$ cat src/rtl/parity_generator.sv
// ---------------------------------------------------------------------------
// parity_generator
//
// Registered parity generator for a wide data word. Every accepted word
// produces a whole-word even-parity bit, its odd-parity complement and one
// even-parity bit per byte. All outputs come straight from flops, with a
// latency of one cycle and a throughput of one word per cycle.
//
// Optional feature (macro PARITY_CHECK_EN): a checker that compares the
// generated whole-word even parity against a caller-supplied parity bit and
// flags a mismatch together with parityValid.
//
// Parameters:
//   DATA_WIDTH      input word width, a multiple of 8 and at least 8
//
// Ports:
//   clk             clock, all state updates on the rising edge
//   reset           synchronous active-high reset
//   dataValid       qualifies dataInput for this cycle
//   dataInput       word covered by parity
//   evenParity      XOR of all bits of the last accepted word
//   oddParity       inverse of evenParity
//   byteParity      bit i = XOR of byte i of the last accepted word
//   parityValid     one-cycle pulse per accepted word
//   expectedParity  (PARITY_CHECK_EN only) parity supplied with dataInput
//   parityError     (PARITY_CHECK_EN only) mismatch flag, 0 unless parityValid
// ---------------------------------------------------------------------------
module parity_generator #(
  parameter int DATA_WIDTH = 64
) (
  input  logic                    clk,
  input  logic                    reset,
  input  logic                    dataValid,
  input  logic [DATA_WIDTH-1:0]   dataInput,
  output logic                    evenParity,
  output logic                    oddParity,
  output logic [DATA_WIDTH/8-1:0] byteParity,
  output logic                    parityValid
`ifdef PARITY_CHECK_EN
  ,
  input  logic                    expectedParity,
  output logic                    parityError
`endif
);

  localparam int NUM_BYTES = DATA_WIDTH / 8;

  // Reject illegal widths at elaboration rather than silently truncating.
  if ((DATA_WIDTH % 8) != 0 || DATA_WIDTH < 8) begin : g_bad_width
    $error("parity_generator: DATA_WIDTH must be a multiple of 8 and >= 8");
  end

  logic [NUM_BYTES-1:0] byte_parity_d, byte_parity_q;
  logic                 even_parity_d, even_parity_q;
  logic                 odd_parity_q;
  logic                 parity_valid_q;

  // Two-level tree: reduce each byte, then reduce the byte results. The
  // whole-word parity is thereby guaranteed to match the per-byte bits.
  // NOTE: every signal written in always_comb gets a default first so no
  // path leaves it unassigned, which would infer a latch.
  always_comb begin
    byte_parity_d = '0;
    for (int i = 0; i < NUM_BYTES; i++) begin
      byte_parity_d[i] = ^dataInput[8*i +: 8];
    end
    even_parity_d = ^byte_parity_d;
  end

  // Parity registers load only on acceptance and otherwise hold; the valid
  // pulse follows dataValid every cycle so it lasts exactly one cycle per word.
  // NOTE: sequential state uses non-blocking assignments so every flop samples
  // the pre-edge values regardless of statement order.
  always_ff @(posedge clk) begin
    if (reset) begin
      byte_parity_q  <= '0;
      even_parity_q  <= 1'b0;
      odd_parity_q   <= 1'b1;
      parity_valid_q <= 1'b0;
    end else begin
      parity_valid_q <= dataValid;
      if (dataValid) begin
        byte_parity_q <= byte_parity_d;
        even_parity_q <= even_parity_d;
        odd_parity_q  <= ~even_parity_d;
      end
    end
  end

`ifdef PARITY_CHECK_EN
  logic parity_error_q;

  // Qualified by dataValid so the flag reads 0 whenever parityValid is low.
  always_ff @(posedge clk) begin
    if (reset) begin
      parity_error_q <= 1'b0;
    end else begin
      parity_error_q <= dataValid & (expectedParity != even_parity_d);
    end
  end

  assign parityError = parity_error_q;
`endif

  assign evenParity  = even_parity_q;
  assign oddParity   = odd_parity_q;
  assign byteParity  = byte_parity_q;
  assign parityValid = parity_valid_q;

endmodule

$ cat config.mk
export PLATFORM = sky130hd
export DESIGN_NAME = parity_generator
export DESIGN_NICKNAME = d
export VERILOG_FILES = /design/src/rtl/parity_generator.sv
export SDC_FILE = /design/constraint.sdc
export NUM_CORES = 1
export LEC_CHECK = 0
export CAP_MARGIN = 10
export CORE_MARGIN = 2
export CORE_UTILIZATION = 28
export CTS_CLUSTER_SIZE = 14
export DETAILED_ROUTE_END_ITERATION = 10
export GPL_TIMING_DRIVEN = 0
export PLACE_DENSITY = 0.77
export SKIP_LAST_GASP = 1
export SLEW_MARGIN = 20
export SYNTH_ARGS = -nofsm -noshare
export SYNTH_HDL_FRONTEND = slang
export SYNTH_SLANG_ARGS = --single-unit
$ cat constraint.sdc
create_clock -name clk -period 1.99 [get_ports clk]
set_input_delay 0.398 -clock clk [delete_from_list [all_inputs] [get_ports clk]]
set_output_delay 0.398 -clock clk [all_outputs]
set_load 0.01 [all_outputs]
Word-level counts from Yosys, hierarchy flattened:

Cells that the tools add are included.

* register bits: 11
* bits of input ports: 67
* output and inout bits: 11
* logic and storage cells: 14

* bitwise operators: 1
* reductions and logical operators: 9

Operators by type and width (number)
* XOR reduction 8 bit: 9
* NOT 1 bit: 1

Longest topological paths before layout:

* word-level depth: 3
* mapped depth: 7
* gate-level depth less buffers: 7

Worst setup path after synthesis:

OpenSTA, ideal clock, no wires.

* path kind: input port to flip-flop
* from: input port dataInput[63]
* to: register odd_parity_q, in the netlist oddParity
* arrival time: 1.854 ns
* required time: 1.876 ns
* slack: 0.022 ns
* cell stages on the path: 7
* path buffers: 0
* cell sequence: xor2_1 -> xnor2_1 -> xnor2_1 -> xor2_1 -> xnor3_1 -> xnor3_1 -> a21bo_1

* word-level cells in the longest chain between the ends: 3

RTL lines
* start: declaration: RTL line 34 `input logic [DATA_WIDTH-1:0] dataInput,`
* XOR reduction 8 bit: RTL line 65 `byte_parity_d[i] = ^dataInput[8*i +: 8];`
* XOR reduction 8 bit: RTL line 67 `even_parity_d = ^byte_parity_d;`
* NOT 1 bit: RTL line 85 `odd_parity_q <= ~even_parity_d;`
* end signal: assignment: RTL line 85
* end: declaration: RTL line 55 `logic odd_parity_q;`

No other way between the ends.
A chain may end at the register's enable or synchronous reset.

Worst setup path in the final report:

* from: input port dataInput[3]
* to: register odd_parity_q, in the netlist oddParity

Same word-level chain as after synthesis.

==> results.py <==
metrics = {
    "floorplan": {
        "die_h_um": 61.4,
        "die-area_um2": 3770,
        "fp.coreArea_um2": 3100,
        "die_w_um": 61.4,
        "ios": 78,
        "placementRows": 20,
        "start_util_pct": 29.8,
    },
    "place": {
        "dp_hpwl_um": 2190,
        "pre_cts_slack_ps": -645,
        "io_buffers": 76,
        "gp_congestion": 0.650,
    },
    "drt": {
        "viasPerCell": 4.30,
        "drc": 0,
        "drt_iter0_markers": 14,
        "vias": 972,
        "wire_per_inst_um": 11.8,
        "postRouteWirelength_um": 2670,
        "ant_nets": 0,
        "first_pass_iters": 3,
    },
    "grt": {
        "busiest_layer": "met2",
        "met2_usage_pct": 29.0,
        "grt_usage_pct": 13.2,
        "grt_max_degree": 11,
        "overflow": 0,
        "grt_use_met1_pct": 10.8,
        "grt_pass1_vias": 998,
        "met3_usage_pct": 2.73,
        "grt_pass1_wl_um": 3640,
        "antenna_found_initial": 0,
    },
    "synth": {
        "avgSynthCellArea_um2": 9.42,
        "ys_warn_count": 0,
        "synth_top_area_cell": "xnor2_1",
        "syn-cell-area_um2": 923,
        "ys_types": 12,
        "synthCells": 98,
        "synth_top_area_share_pct": 52.2,
        "synth.yosys.seq_area_share_pct": 23.8,
        "syn_nets": 165,
        "ys_ff_latch": 11,
        "ys_top_cells_by_area": "xnor2_1, dfxtp_1, a211oi_1",
    },
    "sta": {
        "min_period_over_period_pct": 98.3,
        "drv_slew": 0,
        "hold_viol_final": 0,
        "period_needed_ps": 1960,
        "fmax_mhz": 511,
        "worst_pin_slew_ps": 478,
        "timing.final.ws_setup_ps": 34.3,
        "timing.slew.headroom_pct": 68.2,
        "hold_ws_ps": 488,
        "setup_viol": 0,
        "fin_skew_ps": 0,
    },
    "setup_path": {
        "start_kind": "primary input",
        "path_class": "in -> reg",
        "r2r-start": "oddParity$_SDFFE_PP1P_",
        "worst_r2r_path_depth": 2,
        "cp-end-kind": "flop",
        "ff2ff_setup_slack_ps": 1240,
        "path_max_fanout": 2,
        "critPathArrivalTime_ps": 2140,
        "reg2reg_to": "oddParity$_SDFFE_PP1P_",
        "critPathRequiredTime_ps": 2170,
    },
    "power": {
        "vdd_drop_max_v": 0.000378,
        "leakage_nw": 0.936,
        "power_density_nw_per_um2": 686,
        "p_total_mw": 1.29,
    },
    "min_path": {
        "min-delay-start": "byteParity[0]$_SDFFE_PP0P_",
        "min_path_cells": 2,
        "worst_hold_path_type": "reg -> reg",
        "hold_path_end": "byteParity[0]$_SDFFE_PP0P_",
    },
    "cells_and_area": {
        "final_util_pct": 60.5,
        "layout_commonest_cell": "xnor2_1",
        "final_cell_mix": "xnor2_1, dlymetal6s2s_1, clkdlybuf4s50_1, dlygate4sd2_1, xnor2_2",
        "nets": 250,
        "syn_to_final_growth_pct": 103,
        "diodes": 0,
        "drive_gt1_share_pct": 21.4,
    },
    "flow_run": {
        "cap_violations": 0,
    },
    "cts": {
        "clk_latency_ps": 270,
        "cts_hold_buf": 0,
        "clk_pin_slew_ps": 80,
        "numCtsBuffers": 3,
        "clock_sinks": 11,
        "cts_max_path_buffers": 2,
        "htreeDepth": 1,
        "cts-root-buf": "clkbuf_4",
        "cts_tree": "yes",
    },
    "status": {
        "status": "finished clean",
    },
}
## state kept, by name (all words and copies together), names as in the netlist
register     count
byteParity       8
evenParity       1
oddParity        1
parityValid      1
## synthesized netlist by cell type, drive strengths merged
| cell type | count |
|---|---|
| a211oi | 8 |
| a21bo | 1 |
| a21oi | 1 |
| clkbuf | 3 |
| dfxtp | 11 |
| inv | 1 |
| nor2 | 11 |
| nor3 | 1 |
| xnor2 | 55 |
| xnor3 | 2 |
| xor2 | 4 |
## per-layer routing
| layer | wire length [um] | vias up | share of wire, % |
|---|---|---|---|
| li1 | - | 480 | - |
| met4 | 52 | 0 | 2.0 |
| met5 | 0 | - | 0 |
| met3 | 244 | 5 | 9.2 |
| met1 | 865 | 440 | 32 |
| met2 | 1500 | 47 | 56 |
## critical path, stage by stage
cell	delay [ps]
clkdlybuf4s50_1	440
xnor2_2	160
xnor2_2	150
xnor2_2	190
xor2_1	210
xnor3_1	370
a21bo_1	210
## worst max-delay path by stage
stage / from / endpoint / depth (start not counted) / slack, ps
floorplan: dataInput[63] / oddParity$_SDFFE_PP1P_ / 7 / 20
global placement: dataInput[62] / oddParity$_SDFFE_PP1P_ / 8 / -550
detailed placement: dataInput[62] / oddParity$_SDFFE_PP1P_ / 8 / -650
CTS: dataInput[63] / oddParity$_SDFFE_PP1P_ / 8 / 0.7
global route: dataInput[34] / oddParity$_SDFFE_PP1P_ / 8 / -30
finish: dataInput[3] / oddParity$_SDFFE_PP1P_ / 7 / 30
## per-stage QoR
stage | cells | instance area [um2] | setup TNS, ps
after floorplan | 98 | 923 | 0
after global placement | 218 | 1740 | -1080
after detailed placement | 218 | 1740 | -1270
after CTS | 225 | 1770 | 0
after global routing | 226 | 1880 | -35.7
final | 226 | 1880 | 0
## final cells by class
class                   instances  area, um2
multi-input cells              83        801
plain buffers                   3       11.3
well taps                      44       55.1
repair buffers                 80        759
clock buffers                   4       26.3
fillers                       290       1230
inverters                       1       3.75
flip-flops and latches         11        220
## report_power, final
part | switching [mW] | total, mW | internal, mW
combinational | 0.315 | 0.842 | 0.527
sequential | 0.0202 | 0.281 | 0.261
clock | 0.0859 | 0.164 | 0.0779
total | 0.421 | 1.29 | 0.866
## cell families after synthesis
group                  synth area share (%)
AO/OA/AOI/OAI                          8.67
XOR/XNOR                               60.8
buffers and inverters                  1.63
flip-flops                             23.8
AND/OR/NAND/NOR                        5.01
## what timing repair did
item                                    CTS  global route
pin swaps                                39            21
resized for setup                        62            48
setup buffers                             3             1
endpoints found under the setup margin    2             2
Note: power is estimated with default switching activity, not from simulation.
